==> src/rtl/c7bbiu_axi_rd_port_pkg.sv <==
// Shared AXI read-port constants: requester RIDs, response and burst codes.
package c7bbiu_axi_rd_port_pkg;

  localparam logic [7:0] AXI_RID_IFU = 8'h1;
  localparam logic [7:0] AXI_RID_LSU = 8'h2;
  localparam logic [7:0] AXI_RID_ICU = 8'h4;

  typedef enum logic [1:0] {
    AXI_RESP_OKAY   = 2'b00,
    AXI_RESP_EXOKAY = 2'b01,
    AXI_RESP_SLVERR = 2'b10,
    AXI_RESP_DECERR = 2'b11
  } axi_resp_e;

  typedef enum logic [1:0] {
    AXI_BURST_FIXED = 2'b00,
    AXI_BURST_INCR  = 2'b01,
    AXI_BURST_WRAP  = 2'b10
  } axi_burst_e;

  // Source index -> owned RID; sources beyond the named three get 8+s.
  function automatic logic [7:0] src_id(input int s);
    case (s)
      0:       return AXI_RID_IFU;
      1:       return AXI_RID_LSU;
      2:       return AXI_RID_ICU;
      default: return 8'(8 + s);
    endcase
  endfunction

endpackage

==> src/rtl/c7bbiu_axi_rd_port_if.sv <==
// Bus bundle for the read port: arbiter request, AXI AR/R channels and consumer side.
interface c7bbiu_axi_rd_port_if #(
  parameter int ADDR_W  = 32,
  parameter int DATA_W  = 64,
  parameter int ID_W    = 4,
  parameter int NUM_SRC = 3
);
  logic              arb_rd_val;
  logic [ID_W-1:0]   arb_rd_id;
  logic [ADDR_W-1:0] arb_rd_addr;
  logic [7:0]        arb_rd_len;
  logic [2:0]        arb_rd_size;
  logic [1:0]        arb_rd_burst;
  logic              arb_rd_lock;
  logic [3:0]        arb_rd_cache;
  logic [2:0]        arb_rd_prot;
  logic              axi_ar_ready;

  logic              ext_biu_ar_ready;
  logic              biu_ext_ar_valid;
  logic [ID_W-1:0]   biu_ext_ar_id;
  logic [ADDR_W-1:0] biu_ext_ar_addr;
  logic [7:0]        biu_ext_ar_len;
  logic [2:0]        biu_ext_ar_size;
  logic [1:0]        biu_ext_ar_burst;
  logic              biu_ext_ar_lock;
  logic [3:0]        biu_ext_ar_cache;
  logic [2:0]        biu_ext_ar_prot;

  logic              ext_biu_r_valid;
  logic [ID_W-1:0]   ext_biu_r_id;
  logic [DATA_W-1:0] ext_biu_r_data;
  logic              ext_biu_r_last;
  logic [1:0]        ext_biu_r_resp;
  logic              biu_ext_r_ready;

  logic               axi_rd_ready;
  logic [DATA_W-1:0]  axi_rdata;
  logic [NUM_SRC-1:0] axi_rdata_val;
  logic               axi_rdata_last;
  logic               axi_rdata_err;
  logic               axi_rd_idle;
  logic               axi_rd_proto_err;

  modport slave (
    input  arb_rd_val, arb_rd_id, arb_rd_addr, arb_rd_len, arb_rd_size, arb_rd_burst,
           arb_rd_lock, arb_rd_cache, arb_rd_prot,
           ext_biu_ar_ready,
           ext_biu_r_valid, ext_biu_r_id, ext_biu_r_data, ext_biu_r_last, ext_biu_r_resp,
           axi_rd_ready,
    output axi_ar_ready,
           biu_ext_ar_valid, biu_ext_ar_id, biu_ext_ar_addr, biu_ext_ar_len, biu_ext_ar_size,
           biu_ext_ar_burst, biu_ext_ar_lock, biu_ext_ar_cache, biu_ext_ar_prot,
           biu_ext_r_ready,
           axi_rdata, axi_rdata_val, axi_rdata_last, axi_rdata_err, axi_rd_idle, axi_rd_proto_err
  );

  modport master (
    output arb_rd_val, arb_rd_id, arb_rd_addr, arb_rd_len, arb_rd_size, arb_rd_burst,
           arb_rd_lock, arb_rd_cache, arb_rd_prot,
           ext_biu_ar_ready,
           ext_biu_r_valid, ext_biu_r_id, ext_biu_r_data, ext_biu_r_last, ext_biu_r_resp,
           axi_rd_ready,
    input  axi_ar_ready,
           biu_ext_ar_valid, biu_ext_ar_id, biu_ext_ar_addr, biu_ext_ar_len, biu_ext_ar_size,
           biu_ext_ar_burst, biu_ext_ar_lock, biu_ext_ar_cache, biu_ext_ar_prot,
           biu_ext_r_ready,
           axi_rdata, axi_rdata_val, axi_rdata_last, axi_rdata_err, axi_rd_idle, axi_rd_proto_err
  );

endinterface

==> src/rtl/c7bbiu_axi_rd_port_sync_fifo.sv <==
// Small FIFO with async active-low reset; head is visible combinationally for skid use.
module c7bbiu_sync_fifo #(
  parameter int WIDTH = 8,
  parameter int DEPTH = 2,
  localparam int CW   = $clog2(DEPTH + 1)
) (
  input  logic             clk,
  input  logic             resetn,
  input  logic             i_push,
  input  logic [WIDTH-1:0] i_data,
  input  logic             i_pop,
  output logic [WIDTH-1:0] o_data,
  output logic             o_full,
  output logic             o_empty,
  output logic [CW-1:0]    o_count
);
  localparam int AW = (DEPTH > 1) ? $clog2(DEPTH) : 1;

  logic [WIDTH-1:0] r_mem [DEPTH];
  logic [AW-1:0]    r_wptr;
  logic [AW-1:0]    r_rptr;
  logic [CW-1:0]    r_count;
  logic             w_push_ok;
  logic             w_pop_ok;

  function automatic logic [AW-1:0] f_next(input logic [AW-1:0] p);
    return (p == AW'(DEPTH - 1)) ? '0 : p + 1'b1;
  endfunction

  assign o_full    = (r_count == CW'(DEPTH));
  assign o_empty   = (r_count == '0);
  assign o_count   = r_count;
  assign o_data    = r_mem[r_rptr];
  assign w_pop_ok  = i_pop & ~o_empty;
  // A full FIFO still accepts a push when the head leaves in the same cycle.
  assign w_push_ok = i_push & (~o_full | w_pop_ok);

  always_ff @(posedge clk or negedge resetn) begin
    if (!resetn) begin
      for (int i = 0; i < DEPTH; i++) r_mem[i] <= '0;
    end else if (w_push_ok) begin
      r_mem[r_wptr] <= i_data;
    end
  end

  always_ff @(posedge clk or negedge resetn) begin
    if (!resetn) begin
      r_wptr  <= '0;
      r_rptr  <= '0;
      r_count <= '0;
    end else begin
      if (w_push_ok) r_wptr <= f_next(r_wptr);
      if (w_pop_ok)  r_rptr <= f_next(r_rptr);
      if (w_push_ok && !w_pop_ok)      r_count <= r_count + 1'b1;
      else if (!w_push_ok && w_pop_ok) r_count <= r_count - 1'b1;
    end
  end

endmodule

==> src/rtl/c7bbiu_axi_rd_port.sv <==
// AXI read port: AR skid buffer with outstanding limit, in-order burst tracker,
// RID fan-out of R beats to requesters and sticky protocol checking.
module c7bbiu_axi_rd_port
  import c7bbiu_axi_rd_port_pkg::*;
#(
  parameter int ADDR_W   = 32,
  parameter int DATA_W   = 64,
  parameter int ID_W     = 4,
  parameter int NUM_SRC  = 3,
  parameter int MAX_OUTS = 4
) (
  input  logic                 clk,
  input  logic                 resetn,
  c7bbiu_axi_rd_port_if.slave  bus
);
  localparam int AR_W  = ID_W + ADDR_W + 8 + 3 + 2 + 1 + 4 + 3;
  localparam int TRK_W = ID_W + 8;
  localparam int OUT_W = $clog2(MAX_OUTS + 1);

  logic [AR_W-1:0]  w_skid_head;
  logic             w_skid_full;
  logic             w_skid_empty;
  logic [1:0]       w_skid_cnt;
  logic             w_skid_push;
  logic             w_ar_hs;
  logic             w_ar_ready;
  logic [OUT_W:0]   w_pending;

  logic [TRK_W-1:0] w_trk_head;
  logic             w_trk_full;
  logic             w_trk_empty;
  logic [OUT_W-1:0] w_outs;
  logic [ID_W-1:0]  w_trk_id;
  logic [7:0]       w_trk_len;
  logic             w_trk_pop;

  logic             w_beat;
  logic             w_proto_viol;
  logic [7:0]       r_beat_cnt;
  logic             r_proto_err;

  // ---------------- AR skid ----------------
  // Ready depends only on registered occupancy, so ARREADY never reaches the arbiter.
  assign w_pending   = {1'b0, w_outs} + (OUT_W + 1)'(w_skid_cnt);
  assign w_ar_ready  = ~w_skid_full & ~w_trk_full & (w_pending < (OUT_W + 1)'(MAX_OUTS));
  assign w_skid_push = bus.arb_rd_val & w_ar_ready;
  assign w_ar_hs     = ~w_skid_empty & bus.ext_biu_ar_ready;

  c7bbiu_sync_fifo #(.WIDTH(AR_W), .DEPTH(2)) u_skid (
    .clk     (clk),
    .resetn  (resetn),
    .i_push  (w_skid_push),
    .i_data  ({bus.arb_rd_id, bus.arb_rd_addr, bus.arb_rd_len, bus.arb_rd_size,
               bus.arb_rd_burst, bus.arb_rd_lock, bus.arb_rd_cache, bus.arb_rd_prot}),
    .i_pop   (w_ar_hs),
    .o_data  (w_skid_head),
    .o_full  (w_skid_full),
    .o_empty (w_skid_empty),
    .o_count (w_skid_cnt)
  );

  assign bus.axi_ar_ready     = w_ar_ready;
  assign bus.biu_ext_ar_valid = ~w_skid_empty;
  assign {bus.biu_ext_ar_id, bus.biu_ext_ar_addr, bus.biu_ext_ar_len, bus.biu_ext_ar_size,
          bus.biu_ext_ar_burst, bus.biu_ext_ar_lock, bus.biu_ext_ar_cache,
          bus.biu_ext_ar_prot} = w_skid_head;

  // ---------------- burst tracker ----------------
  // Tracker occupancy is the outstanding-read count: both move on AR handshake and RLAST.
  c7bbiu_sync_fifo #(.WIDTH(TRK_W), .DEPTH(MAX_OUTS)) u_trk (
    .clk     (clk),
    .resetn  (resetn),
    .i_push  (w_ar_hs),
    .i_data  ({bus.biu_ext_ar_id, bus.biu_ext_ar_len}),
    .i_pop   (w_trk_pop),
    .o_data  (w_trk_head),
    .o_full  (w_trk_full),
    .o_empty (w_trk_empty),
    .o_count (w_outs)
  );

  assign w_trk_id  = w_trk_head[TRK_W-1 -: ID_W];
  assign w_trk_len = w_trk_head[7:0];

  // ---------------- R channel ----------------
  assign bus.biu_ext_r_ready = bus.axi_rd_ready;
  assign w_beat    = bus.ext_biu_r_valid & bus.axi_rd_ready;
  assign w_trk_pop = w_beat & bus.ext_biu_r_last & ~w_trk_empty;

  assign w_proto_viol = w_beat & ( w_trk_empty
                                 | (bus.ext_biu_r_id != w_trk_id)
                                 | ( bus.ext_biu_r_last & (r_beat_cnt != w_trk_len))
                                 | (~bus.ext_biu_r_last & (r_beat_cnt == w_trk_len)));

  always_ff @(posedge clk or negedge resetn) begin
    if (!resetn) begin
      r_beat_cnt  <= '0;
      r_proto_err <= 1'b0;
    end else begin
      if (w_beat) r_beat_cnt <= bus.ext_biu_r_last ? 8'd0 : r_beat_cnt + 8'd1;
      r_proto_err <= r_proto_err | w_proto_viol;
    end
  end

  assign bus.axi_rdata      = bus.ext_biu_r_data;
  assign bus.axi_rdata_last = w_beat & bus.ext_biu_r_last;
  assign bus.axi_rdata_err  = w_beat & (bus.ext_biu_r_resp != AXI_RESP_OKAY);

  for (genvar gi = 0; gi < NUM_SRC; gi++) begin : g_src
    assign bus.axi_rdata_val[gi] = w_beat & (bus.ext_biu_r_id == ID_W'(src_id(gi)));
  end

  assign bus.axi_rd_idle      = w_skid_empty & w_trk_empty;
  assign bus.axi_rd_proto_err = r_proto_err;

endmodule

==> src/flat_wrapper.sv <==
// flat-port wrapper written by rule: the top's interface ports become plain ports
module c7bbiu_axi_rd_port_flat import c7bbiu_axi_rd_port_pkg::*;
#(
  parameter int ADDR_W   = 32,
  parameter int DATA_W   = 64,
  parameter int ID_W     = 4,
  parameter int NUM_SRC  = 3,
  parameter int MAX_OUTS = 4
)
  (clk, resetn, bus_arb_rd_val, bus_arb_rd_id, bus_arb_rd_addr, bus_arb_rd_len, bus_arb_rd_size, bus_arb_rd_burst, bus_arb_rd_lock, bus_arb_rd_cache, bus_arb_rd_prot, bus_ext_biu_ar_ready, bus_ext_biu_r_valid, bus_ext_biu_r_id, bus_ext_biu_r_data, bus_ext_biu_r_last, bus_ext_biu_r_resp, bus_axi_rd_ready, bus_axi_ar_ready, bus_biu_ext_ar_valid, bus_biu_ext_ar_id, bus_biu_ext_ar_addr, bus_biu_ext_ar_len, bus_biu_ext_ar_size, bus_biu_ext_ar_burst, bus_biu_ext_ar_lock, bus_biu_ext_ar_cache, bus_biu_ext_ar_prot, bus_biu_ext_r_ready, bus_axi_rdata, bus_axi_rdata_val, bus_axi_rdata_last, bus_axi_rdata_err, bus_axi_rd_idle, bus_axi_rd_proto_err);
  c7bbiu_axi_rd_port_if #(.ADDR_W(ADDR_W), .DATA_W(DATA_W), .ID_W(ID_W), .NUM_SRC(NUM_SRC)) bus_i ();
  input  logic clk;
  input  logic resetn;
  input wire logic [$bits(bus_i.arb_rd_val)-1:0] bus_arb_rd_val;
  input wire logic [$bits(bus_i.arb_rd_id)-1:0] bus_arb_rd_id;
  input wire logic [$bits(bus_i.arb_rd_addr)-1:0] bus_arb_rd_addr;
  input wire logic [$bits(bus_i.arb_rd_len)-1:0] bus_arb_rd_len;
  input wire logic [$bits(bus_i.arb_rd_size)-1:0] bus_arb_rd_size;
  input wire logic [$bits(bus_i.arb_rd_burst)-1:0] bus_arb_rd_burst;
  input wire logic [$bits(bus_i.arb_rd_lock)-1:0] bus_arb_rd_lock;
  input wire logic [$bits(bus_i.arb_rd_cache)-1:0] bus_arb_rd_cache;
  input wire logic [$bits(bus_i.arb_rd_prot)-1:0] bus_arb_rd_prot;
  input wire logic [$bits(bus_i.ext_biu_ar_ready)-1:0] bus_ext_biu_ar_ready;
  input wire logic [$bits(bus_i.ext_biu_r_valid)-1:0] bus_ext_biu_r_valid;
  input wire logic [$bits(bus_i.ext_biu_r_id)-1:0] bus_ext_biu_r_id;
  input wire logic [$bits(bus_i.ext_biu_r_data)-1:0] bus_ext_biu_r_data;
  input wire logic [$bits(bus_i.ext_biu_r_last)-1:0] bus_ext_biu_r_last;
  input wire logic [$bits(bus_i.ext_biu_r_resp)-1:0] bus_ext_biu_r_resp;
  input wire logic [$bits(bus_i.axi_rd_ready)-1:0] bus_axi_rd_ready;
  output wire logic [$bits(bus_i.axi_ar_ready)-1:0] bus_axi_ar_ready;
  output wire logic [$bits(bus_i.biu_ext_ar_valid)-1:0] bus_biu_ext_ar_valid;
  output wire logic [$bits(bus_i.biu_ext_ar_id)-1:0] bus_biu_ext_ar_id;
  output wire logic [$bits(bus_i.biu_ext_ar_addr)-1:0] bus_biu_ext_ar_addr;
  output wire logic [$bits(bus_i.biu_ext_ar_len)-1:0] bus_biu_ext_ar_len;
  output wire logic [$bits(bus_i.biu_ext_ar_size)-1:0] bus_biu_ext_ar_size;
  output wire logic [$bits(bus_i.biu_ext_ar_burst)-1:0] bus_biu_ext_ar_burst;
  output wire logic [$bits(bus_i.biu_ext_ar_lock)-1:0] bus_biu_ext_ar_lock;
  output wire logic [$bits(bus_i.biu_ext_ar_cache)-1:0] bus_biu_ext_ar_cache;
  output wire logic [$bits(bus_i.biu_ext_ar_prot)-1:0] bus_biu_ext_ar_prot;
  output wire logic [$bits(bus_i.biu_ext_r_ready)-1:0] bus_biu_ext_r_ready;
  output wire logic [$bits(bus_i.axi_rdata)-1:0] bus_axi_rdata;
  output wire logic [$bits(bus_i.axi_rdata_val)-1:0] bus_axi_rdata_val;
  output wire logic [$bits(bus_i.axi_rdata_last)-1:0] bus_axi_rdata_last;
  output wire logic [$bits(bus_i.axi_rdata_err)-1:0] bus_axi_rdata_err;
  output wire logic [$bits(bus_i.axi_rd_idle)-1:0] bus_axi_rd_idle;
  output wire logic [$bits(bus_i.axi_rd_proto_err)-1:0] bus_axi_rd_proto_err;
  assign bus_i.arb_rd_val = bus_arb_rd_val;
  assign bus_i.arb_rd_id = bus_arb_rd_id;
  assign bus_i.arb_rd_addr = bus_arb_rd_addr;
  assign bus_i.arb_rd_len = bus_arb_rd_len;
  assign bus_i.arb_rd_size = bus_arb_rd_size;
  assign bus_i.arb_rd_burst = bus_arb_rd_burst;
  assign bus_i.arb_rd_lock = bus_arb_rd_lock;
  assign bus_i.arb_rd_cache = bus_arb_rd_cache;
  assign bus_i.arb_rd_prot = bus_arb_rd_prot;
  assign bus_i.ext_biu_ar_ready = bus_ext_biu_ar_ready;
  assign bus_i.ext_biu_r_valid = bus_ext_biu_r_valid;
  assign bus_i.ext_biu_r_id = bus_ext_biu_r_id;
  assign bus_i.ext_biu_r_data = bus_ext_biu_r_data;
  assign bus_i.ext_biu_r_last = bus_ext_biu_r_last;
  assign bus_i.ext_biu_r_resp = bus_ext_biu_r_resp;
  assign bus_i.axi_rd_ready = bus_axi_rd_ready;
  assign bus_axi_ar_ready = bus_i.axi_ar_ready;
  assign bus_biu_ext_ar_valid = bus_i.biu_ext_ar_valid;
  assign bus_biu_ext_ar_id = bus_i.biu_ext_ar_id;
  assign bus_biu_ext_ar_addr = bus_i.biu_ext_ar_addr;
  assign bus_biu_ext_ar_len = bus_i.biu_ext_ar_len;
  assign bus_biu_ext_ar_size = bus_i.biu_ext_ar_size;
  assign bus_biu_ext_ar_burst = bus_i.biu_ext_ar_burst;
  assign bus_biu_ext_ar_lock = bus_i.biu_ext_ar_lock;
  assign bus_biu_ext_ar_cache = bus_i.biu_ext_ar_cache;
  assign bus_biu_ext_ar_prot = bus_i.biu_ext_ar_prot;
  assign bus_biu_ext_r_ready = bus_i.biu_ext_r_ready;
  assign bus_axi_rdata = bus_i.axi_rdata;
  assign bus_axi_rdata_val = bus_i.axi_rdata_val;
  assign bus_axi_rdata_last = bus_i.axi_rdata_last;
  assign bus_axi_rdata_err = bus_i.axi_rdata_err;
  assign bus_axi_rd_idle = bus_i.axi_rd_idle;
  assign bus_axi_rd_proto_err = bus_i.axi_rd_proto_err;
  c7bbiu_axi_rd_port #(.ADDR_W(ADDR_W), .DATA_W(DATA_W), .ID_W(ID_W), .NUM_SRC(NUM_SRC), .MAX_OUTS(MAX_OUTS)) u_core (.clk(clk), .resetn(resetn), .bus(bus_i));
endmodule
==> config.mk <==
export PLATFORM = sky130hd
export DESIGN_NAME = c7bbiu_axi_rd_port_flat
export DESIGN_NICKNAME = d
export VERILOG_FILES = /design/src/rtl/c7bbiu_axi_rd_port_pkg.sv /design/src/rtl/c7bbiu_axi_rd_port_if.sv /design/src/rtl/c7bbiu_axi_rd_port_sync_fifo.sv /design/src/rtl/c7bbiu_axi_rd_port.sv /design/src/flat_wrapper.sv
export SDC_FILE = /design/constraint.sdc
export NUM_CORES = 1
export LEC_CHECK = 0
export BUFFER_PORTS_ARGS = -buffer_cell sky130_fd_sc_hd__buf_2
export CORE_MARGIN = 2
export CORE_UTILIZATION = 50
export DETAILED_ROUTE_END_ITERATION = 12
export GPL_ROUTABILITY_DRIVEN = 0
export PLACE_DENSITY_LB_ADDON = 0.2
export SLEW_MARGIN = 20
export SYNTH_ARGS = -nofsm -noshare
export SYNTH_HDL_FRONTEND = slang
export SYNTH_SLANG_ARGS = --single-unit
==> constraint.sdc <==
create_clock -name clk -period 3.9 [get_ports clk]
set_input_delay 1.17 -clock clk [delete_from_list [all_inputs] [get_ports clk]]
set_output_delay 1.17 -clock clk [all_outputs]
set_load 0.02 [all_outputs]
======== After elaboration in Yosys (flattened, before gate mapping) ========
Index checks and enable logic that the tools add are counted.
operators by class
  add/subtract/negate cells ............... 10
  $lt $le $gt $ge ......................... 7
  equality and inequality tests ........... 10
  multiplexer cells ....................... 21
  bitwise logic cells ..................... 34
  reduce and logical (&&, ||, !) cells .... 15
operators by type and width
  cell                                                                   number
  57-bit two-way mux                                                     4
  114-bit bitwise mux                                                    1
  57-bit demux with 1-bit select                                         1
  48-bit bitwise mux                                                     1
  12-bit two-way mux                                                     3
  12-bit binary-select mux with 2-bit select                             1
  12-bit demux with 2-bit select                                         1
  1-bit bitwise AND                                                      19
  8-bit by 1-bit adder with 8-bit output, second input constant          1
  8-bit equality test                                                    1
  2-bit two-way mux                                                      4
  8-bit two-way mux                                                      1
  8-bit != test                                                          1
  2-bit by 1-bit adder with 2-bit output, second input constant          3
  2-bit equality test, second input constant                             3
  3-bit greater-or-equal comparator, second input constant               2
  1-bit logical AND                                                      6
  3-bit two-way mux                                                      2
  2-bit NOT with 3-bit output                                            2
  1-bit bitwise OR                                                       6
  2-bit nonzero test                                                     3
  1-bit NOT                                                              5
  3-bit by 2-bit adder with 4-bit output                                 1
  4-bit by 1-bit equality test with 1-bit output, second input constant  1
  other kinds (17)                                                       24
word-level totals
  register bits after elaboration ......... 182
  input port bits ......................... 134
  logic and storage cells ................. 111

======== Logic depth before layout (Yosys ltp) ========
Gate-level depths: netlist of the first run.
  depth in word-level cells ............... 10
  mapped depth ............................ 9
  depth with buffers taken out ............ 9

======== Hierarchy ========
Synthesis of the first run repeated with hierarchy kept, for this count alone.
unflattened totals
  cell total of the unflattened synthesis .. 620
  area, all modules ....................... 9261.4 µm²
by module, submodules not included
  module                             instances  cells each  area an instance (µm²)  sequential area each (µm²)
  c7bbiu_sync_fifo at u_core.u_skid  1          322         5338.9                  2952.8
  c7bbiu_sync_fifo at u_core.u_trk   1          153         2715.1                  1376.3
  c7bbiu_axi_rd_port                 1          145         1207.4                  225.2

======== Worst setup path after synthesis of the first run ========
No wires, ideal clock.
  path kind ............................... input-to-output
  from .................................... input bus_ext_biu_r_valid
  to ...................................... output bus_axi_rdata_val[2]
  arrival time ............................ 2196 ps
  data required time ...................... 2730 ps
  slack ................................... 534 ps
  stages .................................. 3
  path buffers ............................ 0
  path through ............................ and2_1 > nand2b_1 > nor4b_1
between the ends
  word-level cells in the longest chain between the ends .. 2
RTL lines
  element             RTL line                   text
  start: declaration  flat_wrapper.sv:24         input wire logic [$bits(bus_i.ext_biu_r_valid)-1:0] bus_ext_biu_r_valid;
  1-bit bitwise AND   c7bbiu_axi_rd_port.sv:87   assign w_beat = bus.ext_biu_r_valid & bus.axi_rd_ready;
  1-bit bitwise AND   c7bbiu_axi_rd_port.sv:110  assign bus.axi_rdata_val[gi] = w_beat & (bus.ext_biu_r_id == ID_W'(src_id(gi)));
  end: declaration    flat_wrapper.sv:42         output wire logic [$bits(bus_i.axi_rdata_val)-1:0] bus_axi_rdata_val;
No other way between the ends.

======== Final worst setup path of the first run ========
  from .................................... register u_core.u_skid.r_rptr
  to ...................................... output bus_biu_ext_ar_lock
between the ends
  word-level cells in the longest chain between the ends .. 4
RTL lines
  element                                                RTL line                            text
  start: declaration                                     c7bbiu_axi_rd_port_sync_fifo.sv:21  logic [AW-1:0] r_rptr;
  start signal: assignment                               c7bbiu_axi_rd_port_sync_fifo.sv:53  if (w_pop_ok) r_rptr <= f_next(r_rptr);
  1-bit NOT with 2-bit output (implied by the code)      c7bbiu_axi_rd_port_sync_fifo.sv:33  assign o_data = r_mem[r_rptr];
  57-bit two-way mux (implied by the code) (3 in a row)  c7bbiu_axi_rd_port_sync_fifo.sv:33
  end: declaration                                       flat_wrapper.sv:37                  output wire logic [$bits(bus_i.biu_ext_ar_lock)-1:0] bus_biu_ext_ar_lock;
No other way between the ends. The select of a mux whose other input is x is not followed.

==> flow_metrics.tcl, run 1 <==
set metrics [dict create \
    sw_frac_of_total_pct 36.3 \
    syn-mean-instance-area_um2 12.7 \
    multi_input_area_um2 3390 \
    worst_slew_pin_slew_ps 812 \
    ctsHoldBuffers 0 \
    drt_iter0_markers 238 \
    grt_pass1_vias 5710 \
    start_kind "register" \
    finalNetCount 892 \
    ys_warn_count 0 \
    area_growth_pct 12.1 \
    wl_um 17200 \
    ir_drop_mv 0.418 \
    htree_levels 4 \
    drive_above_1_share_pct 44.8 \
    start_util_pct 50.6 \
    dp_hpwl_um 11800 \
    clk_latency_ps 420 \
    synth_fp_nets 825 \
    syn_inst 681 \
    dpl-instance-area_um2 9080 \
    synth-seq-area-share_pct 52.8 \
    worstPathArrival_ps 2190 \
    port_buffers 136 \
    synth_top_area_cell "dfrtp_1" \
    post_cts_buffers 0 \
    antenna_found_initial 1 \
    cts_root_buf "clkbuf_16" \
    required_ps 2730 \
    crit_fanout 24 \
    status "finished clean" \
    cp-end-kind "output port" \
    grt_pass1_wl_um 28100 \
    finalHoldViolCount 0 \
    vias 5344 \
    clk_path_buf_depth 2 \
    seqCellArea_um2 4560 \
    grt_usage_pct 19.5 \
    n_fill_cell 1439 \
    coreArea_um2 17100 \
    numCtsBuffers 17 \
    p_per_area_nw_per_um2 908 \
    crit_type "reg -> out" \
    cap_violations 0 \
    p_leak_uw 0.00456 \
    hold_path_class "reg -> reg" \
    p_clk_share_pct 19.5 \
    comb_power_share_pct 42.2 \
    die_w_um 135 \
    cts_tree "done" \
    p_switching_uw 3190 \
    synth_top_area_share_pct 52.8 \
    synthDistinctLibCells 32 \
    power.internal_uw 5590 \
    post_cts_resized 0 \
    num_rows 48 \
    grt_max_degree 64 \
    dpl.cell_count 954 \
    clk_pin_slew_worst_paths_ps 60 \
    slew_headroom_pct 45.7 \
    syn_area_um2 8630 \
    seqPwrFrac_pct 38.4 \
    final_cells 986 \
    min_period_ps 3360 \
    detail-route-antenna-nets 0 \
    grt_overflow 0 \
    die_y_um 135 \
    drt_first_pass_iters 5 \
    clock_sinks 182 \
    wire_per_inst_um 17.5 \
    setup_tns_ps 0 \
    antenna_cells 0 \
    ios 265 \
    via_per_inst 5.42 \
    skew_ps 7.77 \
    yosys-top-cells-area "dfrtp_1 53%, mux2_2 21%, buf_4 5.7%" \
    die-area_um2 18300 \
    fin_area_um2 9670 \
    max_freq_mhz 298 \
    rsz0062_at_grt "no" \
    drc 0 \
    final-setup-viol-count 0 \
    period_share_pct 86.1 \
    slew_viol_final 0 \
    ys_seq_elements 182 \
]
metrics by stage:
| stage | worst slack [ps] | util [%] | hold WS [ps] | power (uW) |
|---|---|---|---|---|
| 2_1_floorplan | 534 | - | 442 | 6130 |
| 3_3_place_gp | 706 | 53.2 | 453 | 6950 |
| 3_5_place_dp | 657 | 53.2 | 464 | 7150 |
| 4_1_cts | 480 | 56.7 | 479 | 8890 |
| 5_1_grt | 427 | 56.7 | 495 | 9380 |
| 6_report | 541 | 56.7 | 475 | 8780 |
layer usage:
metal,track usage (%),wire length [um],vias to the layer above
met2,31.5,8260,172
met5,0,13,-
met4,6.54,347,2
met3,7.56,1360,37
li1,-,-,2432
met1,24.1,7240,2701
final cells by class:
cell class,instances,share of cell area [%]
Multi-Input combinational cell,386,35.0
Inverter,18,0.698
Sequential cell,182,47.1
Tap cell,225,2.91
Clock buffer,21,4.86
Timing Repair Buffer,143,8.16
Clock inverter,11,1.27
power groups by stage:
| stage | Clock (uW) | Sequential, uW | Combinational [uW] |
|---|---|---|---|
| after floorplan | 0 | 3120 | 3010 |
| after global placement | 0 | 3320 | 3640 |
| after detailed placement | 0 | 3400 | 3750 |
| after CTS | 1750 | 3370 | 3770 |
| after global routing | 1840 | 3490 | 4050 |
| final | 1710 | 3370 | 3710 |
worst paths after layout:
kind | from | to | slack (ps) | cells after the start
max in group asynchronous | resetn | u_core.u_skid.r_mem[110]$_DFFE_PN0P_ | 2250 | 2
setup / recovery | u_core.u_skid.r_rptr$_DFFE_PN0P_ | bus_biu_ext_ar_lock | 540 | 3
hold reg to reg | u_core.u_trk.r_mem[10]$_DFFE_PN0P_ | u_core.u_trk.r_mem[10]$_DFFE_PN0P_ | 470 | 2
setup reg to reg | u_core.u_trk.r_rptr[0]$_DFFE_PN0P_ | u_core.bus.axi_rd_proto_err$_DFF_PN0_ | 1380 | 5
min in group asynchronous | resetn | u_core.u_trk.o_count[2]$_DFFE_PN0P_ | 720 | 1
hold / removal | u_core.u_trk.r_mem[10]$_DFFE_PN0P_ | u_core.u_trk.r_mem[10]$_DFFE_PN0P_ | 470 | 2
synthesized netlist by cell type:
library cell,number
nand3_1,4
ha_1,9
buf_12,1
or2_2,1
mux2i_1,13
inv_1,18
a31oi_1,1
mux2_2,161
and2_1,1
nand2b_1,3
xnor2_1,16
buf_6,1
xor2_1,6
a21oi_1,3
a21o_1,1
or3_1,4
a31oi_2,1
buf_4,65
clkbuf_1,17
fa_1,1
a21o_2,1
nand4_1,5
buf_2,8
nand2_1,62
mux4_1,12
nor4b_1,3
dfrtp_1,182
buf_1,3
and3_1,2
nor2_1,14
nor3_1,5
o21ai_0,57
worst max-delay path, cell delays in order (launching register included):
cell and delay (ps):
dfrtp_2 850, buf_4 380, mux2_2 380, buf_2 160
cell families after synthesis:
family	share of synthesized area (%)
AOI/OAI and AO/OA	3.88
xor gates and xnor gates	2.23
adders and majority gates	1.54
buffers and inverters	8.13
DFF	52.8
muxes	26.2
and+or+nand+nor	5.29
cells in the final DEF, fill, tap and decap left out, drive strengths merged, types with 3 or more instances in the layout:
master,count
dfrtp,182
mux2,161
buf,143
nand2,62
o21ai,57
clkbuf,21
inv,20
xnor2,16
nor2,14
mux2i,13
mux4,12
ha,9
xor2,6
clkinv,6
nand4,5
nor3,5
nand3,4
or3,4
nand2b,3
nor4b,3
a21oi,3
state kept, by name, summed over array words and instances, names as in the netlist:
signal and cells:
u_core.u_skid.r_mem 114, u_core.u_skid.r_rptr 1, u_core.u_trk.r_mem 48, u_core.u_trk.o_count 3, u_core.u_trk.r_wptr 2, u_core.u_trk.r_rptr 2, u_core.u_skid.r_wptr 1, u_core.u_skid.o_count 2
u_core.bus.axi_rd_proto_err 1, u_core.r_beat_cnt 8
No activity file was read; power rests on OpenSTA's default activity.
==> run 2, diff against run 1 <==
--- a/config.mk
+++ b/config.mk
@@ -8,9 +8,11 @@
 export BUFFER_PORTS_ARGS = -buffer_cell sky130_fd_sc_hd__buf_2
 export CORE_MARGIN = 2
 export CORE_UTILIZATION = 50
+export CTS_BUF_LIST = sky130_fd_sc_hd__clkbuf_8
 export DETAILED_ROUTE_END_ITERATION = 12
 export GPL_ROUTABILITY_DRIVEN = 0
 export PLACE_DENSITY_LB_ADDON = 0.2
+export SETUP_SLACK_MARGIN = 0.5
 export SLEW_MARGIN = 20
 export SYNTH_ARGS = -nofsm -noshare
 export SYNTH_HDL_FRONTEND = slang
==> run 2 against run 1 <==
Against the previous run: count of clock-buffer cells in the layout is 1 lower; worst hold slack better by 3.4 ps; register-to-register slack hardly changed; sequential share of layout area is 0.96 points higher; clock skew is 1.5 ps higher; global-route usage is 0.083 points lower; core utilization is 1.1 points lower; routed wire length is 0.50% lower; cell count stayed put; critical endpoint is now bus_axi_rdata_val[2]; largest cell class unchanged; highest routed layer unchanged.
==> flow_metrics.tcl, run 2 (synthesized netlist as in run 1, its figures left out) <==
set metrics [dict create \
    worstHoldStart "u_core.u_trk.r_mem[11]$_DFFE_PN0P_" \
    regMostFlops "u_core.u_skid.r_mem" \
    grt_usage_pct 19.4 \
    slowest_stage "nor4b_1" \
    via_per_inst 5.38 \
    wire_per_inst_um 17.4 \
    slew_headroom_pct 46.2 \
    required_ps 2730 \
    die_y_um 135 \
    htree_levels 4 \
    regToRegSetupSlack_ps 1380 \
    ios 265 \
    hold_path_class "reg -> reg" \
    final-setup-viol-count 0 \
    antenna_found_initial 1 \
    max_freq_mhz 306 \
    seqPwrFrac_pct 40.3 \
    dpl-instance-area_um2 9080 \
    numCtsBuffers 17 \
    min_period_ps 3270 \
    cp_top_family "simple AND/OR/NAND/NOR gates" \
    p_leak_uw 0.00447 \
    whs_endpoint "u_core.u_trk.r_mem[11]$_DFFE_PN0P_" \
    setup_tns_ps 0 \
    rsz0062_at_grt "no" \
    start_util_pct 50.6 \
    grt_pass1_vias 5687 \
    grt_pass1_wl_um 28000 \
    p_per_area_nw_per_um2 880 \
    crit_type "in -> out" \
    worst_slew_pin_slew_ps 805 \
    cap_violations 0 \
    p_switching_uw 3130 \
    crit_chain "buf_2 > and2_1 > nand2b_1 > nor4b_1 > buf_2" \
    final_util_pct 55.6 \
    power.internal_uw 5210 \
    start_kind "input pin" \
    area_growth_pct 9.87 \
    clk_pin_slew_worst_paths_ps 80 \
    detail-route-antenna-nets 0 \
    rr_worst_depth 5 \
    clk_latency_ps 440 \
    die_w_um 135 \
    worstPathArrival_ps 2100 \
    port_buffers 136 \
    final_cell_mix "181 x dfrtp_1, 161 x mux2_2, 135 x buf_2" \
    fin_area_um2 9480 \
    vias 5306 \
    cts_tree "done" \
    crit_fanout 4 \
    p_clk_share_pct 15.3 \
    final_common_cell "dfrtp_1" \
    path_buf_inv 2 \
    largest_reg_flops 114 \
    drt_iter0_markers 215 \
    skew_ps 9.25 \
    cts_root_buf "clkbuf_8" \
    slew_viol_final 0 \
    ctsHoldBuffers 0 \
    coreArea_um2 17100 \
    cp-end-kind "output port" \
    die-area_um2 18300 \
    clk_path_buf_depth 2 \
    antenna_cells 0 \
    wl_um 17100 \
    drive_above_1_share_pct 44.8 \
    sw_frac_of_total_pct 37.5 \
    grt_overflow 0 \
    slowest_delay_ps 290 \
    crit_path_frequent_cell "buf_2" \
    drc 0 \
    clock_sinks 182 \
    finalHoldViolCount 0 \
    grt_max_degree 64 \
    num_rows 48 \
    dp_hpwl_um 11800 \
    status "finished clean" \
    r2r-end "u_core.bus.axi_rd_proto_err$_DFF_PN0_" \
    hold_depth 2 \
    drt_first_pass_iters 4 \
    ir_drop_mv 0.393 \
    finalNetCount 892 \
    period_share_pct 83.9 \
    n_fill_cell 1462 \
    comb_power_share_pct 44.4 \
    largestRegisters "u_core.u_skid.r_mem (114), u_core.u_trk.r_mem (48), u_core.r_beat_cnt (8)" \
    rr_startpoint "u_core.u_trk.r_rptr[0]$_DFFE_PN0P_" \
]
-- run 2: cell count changes in the layout (fill, tap and decap cells not counted) --
cell	before	now
clkbuf_1	1	0
clkbuf_8	3	20
dfrtp_4	0	1
inv_1	18	19
clkbuf_16	17	0
dfrtp_2	1	0
-- run 2: what timing repair did --
item | in CTS | in global routing
endpoints found under the setup margin | 15 | 0
resized for setup | 1 | 0
buffers inserted | 0 | 0
-- run 2: worst register-to-register path, stage by stage, from the launching register on --
cell and delay [ps]:
dfrtp_1 840, mux4_1 720, xnor2_1 180, nand4_1 140, or3_1 370, a31oi_1 180
-- run 2: how the worst max path moves through the flow --
stage | slack, ps | end | cells after the start | from
2_1_floorplan | 530 | bus_axi_rdata_val[2] | 3 | bus_ext_biu_r_valid
3_3_place_gp | 710 | bus_axi_rdata_val[2] | 5 | bus_axi_rd_ready
3_5_place_dp | 660 | bus_axi_rdata_val[2] | 5 | bus_axi_rd_ready
4_1_cts | 620 | bus_biu_ext_ar_lock | 3 | u_core.u_skid.r_rptr$_DFFE_PN0P_
5_1_grt | 550 | bus_axi_rdata_val[2] | 5 | bus_axi_rd_ready
6_report | 630 | bus_axi_rdata_val[2] | 5 | bus_axi_rd_ready
-- run 2: layer usage --
layer	vias up	GRT usage, %	part of all wire (%)
li1	2426	-	-
met5	-	0	0.076
met1	2657	23.9	42
met4	2	7.29	2.2
met2	181	31.5	48
met3	40	7.00	7.8
-- run 2: power groups by stage --
| stage | registers (uW) | logic, uW | clock network [uW] |
|---|---|---|---|
| 6_report | 3360 | 3700 | 1280 |
| 5_1_grt | 3490 | 4050 | 1400 |
| 4_1_cts | 3360 | 3770 | 1320 |
| 3_5_place_dp | 3400 | 3750 | 0 |
| 3_3_place_gp | 3320 | 3640 | 0 |
| 2_1_floorplan | 3120 | 3010 | 0 |
-- run 2: metrics by stage --
| stage | setup WS [ps] | instances | hold WS (ps) | power [uW] |
|---|---|---|---|---|
| after floorplan | 534 | 681 | 442 | 6130 |
| after global placement | 706 | 954 | 453 | 6950 |
| after detailed placement | 657 | 954 | 464 | 7150 |
| after CTS | 619 | 986 | 484 | 8450 |
| after global routing | 553 | 986 | 501 | 8940 |
| final | 627 | 986 | 478 | 8340 |
-- run 2: final cells by class --
cell class	count	area, um^2	area share, %
sequential	182	4560	48.1
multi-input combinational	386	3390	35.7
timing repair buffer	143	790	8.32
tap	225	282	2.97
clock buffer	20	275	2.90
clock inverter	12	126	1.33
inverter	18	67.6	0.712
==> run 3, diff against run 2 <==
--- a/config.mk
+++ b/config.mk
@@ -5,9 +5,10 @@
 export SDC_FILE = /design/constraint.sdc
 export NUM_CORES = 1
 export LEC_CHECK = 0
+export ABC_AREA = 1
 export BUFFER_PORTS_ARGS = -buffer_cell sky130_fd_sc_hd__buf_2
 export CORE_MARGIN = 2
-export CORE_UTILIZATION = 50
+export CORE_UTILIZATION = 48
 export CTS_BUF_LIST = sky130_fd_sc_hd__clkbuf_8
 export DETAILED_ROUTE_END_ITERATION = 12
 export GPL_ROUTABILITY_DRIVEN = 0
==> constraint.sdc (replaced) <==
create_clock -name clk -period 2.95 [get_ports clk]
set_input_delay 0.885 -clock clk [delete_from_list [all_inputs] [get_ports clk]]
set_output_delay 0.885 -clock clk [all_outputs]
set_load 0.02 [all_outputs]
==> run 3 against run 2 <==
Against the previous run: count of clock-buffer cells in the layout decreased by 2; sequential share of layout area fell by 4.4 points; global-route usage grew 0.77 points; routed wire length is 13% higher; non-clock buffer count increased by 32; clock power rose by 33%; critical path depth decreased by 1; synthesized area increased by 2.7%; critical endpoint is now bus_biu_ext_ar_len[1].
==> flow_metrics.tcl, run 3 <==
set metrics [dict create \
    drive_above_1_share_pct 33.6 \
    htree_levels 4 \
    synth_edf_count 0 \
    slew_viol_final 0 \
    regMostFlops "u_core.u_skid.r_mem" \
    slowest_delay_ps 450 \
    antenna_found_initial 1 \
    syn_area_um2 8860 \
    p_leak_uw 0.00533 \
    start_util_pct 49.2 \
    crit_chain "buf_12 > buf_12 > mux2_4 > buf_6" \
    synth_fp_nets 1070 \
    clk_latency_ps 460 \
    synth_commonest_cells "214 x nand2_1, 182 x dfrtp_1, 106 x mux2_2" \
    die_w_um 140 \
    power_uw 11800 \
    final_cells 1254 \
    grt_pass1_vias 6261 \
    port_buffers 136 \
    final-setup-viol-count 0 \
    wl_um 19400 \
    clock_sinks 182 \
    crit_path_frequent_cell "buf_12" \
    setup_tns_ps 0 \
    syn_inst 926 \
    grt_max_degree 63 \
    drc 0 \
    hold_path_class "in -> async" \
    vias 6329 \
    p_per_area_nw_per_um2 1130 \
    dpl-instance-area_um2 9360 \
    skew_ps 10.6 \
    synth_flop_cell "dfrtp_1" \
    ys_warn_count 0 \
    final_util_pct 57.9 \
    min_period_ps 2590 \
    cp-end-kind "output port" \
    slew_headroom_pct 63.1 \
    crit_fanout 17 \
    grt_pass1_wl_um 31800 \
    fin_area_um2 10400 \
    synthArstFlopShare_pct 100 \
    finalNetCount 1157 \
    cap_violations 0 \
    clk_path_buf_depth 2 \
    required_ps 2070 \
    drt_iter0_markers 380 \
    antenna_cells 0 \
    cts_tree "done" \
    die_y_um 140 \
    grt_overflow 0 \
    slowest_stage "dfrtp_2" \
    start_kind "register" \
    status "finished clean" \
    area_growth_pct 17.8 \
    synthDistinctLibCells 29 \
    largest_reg_flops 114 \
    largestRegisters "u_core.u_skid.r_mem (114), u_core.u_trk.r_mem (48), u_core.r_beat_cnt (8)" \
    finalHoldViolCount 0 \
    final_cell_mix "213 x nand2_1, 179 x dfrtp_1, 95 x buf_2" \
    period_share_pct 87.9 \
    drt_first_pass_iters 5 \
    regToRegSetupSlack_ps 790 \
    r2r-end "u_core.u_skid.r_mem[65]$_DFFE_PN0P_" \
    crit_type "reg -> out" \
    worstPathArrival_ps 1710 \
    synth_top_area_cell "dfrtp_1" \
    dpl.cell_count 1200 \
    cts_root_buf "clkbuf_8" \
    ios 265 \
    grt_usage_pct 20.2 \
    coreArea_um2 18000 \
    synth_top_area_share_pct 51.4 \
    synth-seq-area-share_pct 51.4 \
    max_freq_mhz 386 \
    ir_drop_mv 0.710 \
    worst_slew_pin_slew_ps 552 \
    ys_seq_elements 182 \
    dp_hpwl_um 12500 \
    detail-route-antenna-nets 0 \
    rsz0062_at_grt "yes" \
    final_common_cell "nand2_1" \
    wire_per_inst_um 15.5 \
    clk_pin_slew_worst_paths_ps 100 \
    die-area_um2 19600 \
    via_per_inst 5.05 \
    rr_worst_depth 9 \
    yosys-top-cells-area "dfrtp_1 51%, mux2_2 13%, nand2_1 9.1%" \
    syn-mean-instance-area_um2 9.57 \
    n_fill_cell 1631 \
    yosysMostFrequentCell "nand2_1" \
    numCtsBuffers 17 \
    num_rows 49 \
    rr_startpoint "u_core.u_trk.o_count[1]$_DFFE_PN0P_" \
]
[run 3: changes by cell type after synthesis, sizes merged, moves of 12 or more]
| cell | change |
|---|---|
| o21ai | +69 |
| mux4 | -12 |
| inv | +73 |
| xnor2 | -13 |
| mux2 | -55 |
| nand2 | +154 |
| nand3 | +38 |
| mux2i | -13 |
| buf | +16 |
[run 3: how the worst max path moves through the flow]
stage | start | to | slack, ps | cells past startpoint
final | u_core.u_skid.r_rptr$_DFFE_PN0P_ | bus_biu_ext_ar_len[1] | 360 | 4
after floorplan | bus_ext_biu_r_last | u_core.u_trk.o_count[2]$_DFFE_PN0P_ | 440 | 12
after detailed placement | bus_ext_biu_r_valid | u_core.u_trk.o_count[1]$_DFFE_PN0P_ | 310 | 11
after global placement | bus_ext_biu_r_valid | u_core.u_trk.o_count[1]$_DFFE_PN0P_ | 350 | 11
after global routing | u_core.u_skid.r_rptr$_DFFE_PN0P_ | bus_biu_ext_ar_burst[1] | 300 | 4
after CTS | u_core.u_skid.r_rptr$_DFFE_PN0P_ | bus_biu_ext_ar_len[1] | 340 | 4
[run 3: kinds of logic after synthesis]
group	Yosys count	share of synthesized area, %
buffers and inverters	198	12.1
AND/OR/NAND/NOR	290	13.4
flip-flops	182	51.4
XOR/XNOR	7	0.692
adder cells (fa/ha/maj)	10	1.50
AO/OA/AOI/OAI	133	7.55
multiplexers	106	13.5
[run 3: report_power, final]
group          total (uW)  internal, uW  switching (uW)  leakage (uW)
Clock                1700           780             920      0.000190
Sequential           4130          3540             589       0.00231
Combinational        6010          2880            3120       0.00283
Total               11800          7200            4630       0.00533
[run 3: repair_timing]
| item | in CTS | in global routing |
|---|---|---|
| gates cloned | 3 | 1 |
| hold buffers | 0 | 0 |
| buffers inserted | 13 | 6 |
| endpoints found under the hold margin | 0 | 0 |
| gates resized for setup | 63 | 61 |
| pin swaps | 2 | 4 |
| endpoints found under the setup margin | 62 | 63 |
[run 3: area by class of cell]
class                           count  area, um^2  area share [%]
Clock buffer                       18         248            2.37
Clock inverter                     13         146            1.40
Inverter                           91         350            3.36
Multi-Input combinational cell    546        3480            33.4
Sequential cell                   182        4560            43.7
Tap cell                          229         287            2.74
Timing Repair Buffer              175        1370            13.1
[run 3: critical path: cells and delay by family, from the launching register on]
family	cells	cell delay, ps
muxes	1	350
DFF	1	450
buffers and inverters	3	430
[run 3: through the flow]
stage	hold slack, ps	setup WS, ps
6_report	365	357
5_1_grt	389	305
4_1_cts	369	342
3_5_place_dp	449	308
3_3_place_gp	445	348
2_1_floorplan	448	437
[run 3: metal layers]
layer	global-route usage, %	vias up	part of all wire, %
li1	-	3101	-
met1	26.6	3070	46
met2	33.7	118	48
met3	4.03	38	4.7
met4	6.53	2	1.5
met5	0	-	0.067
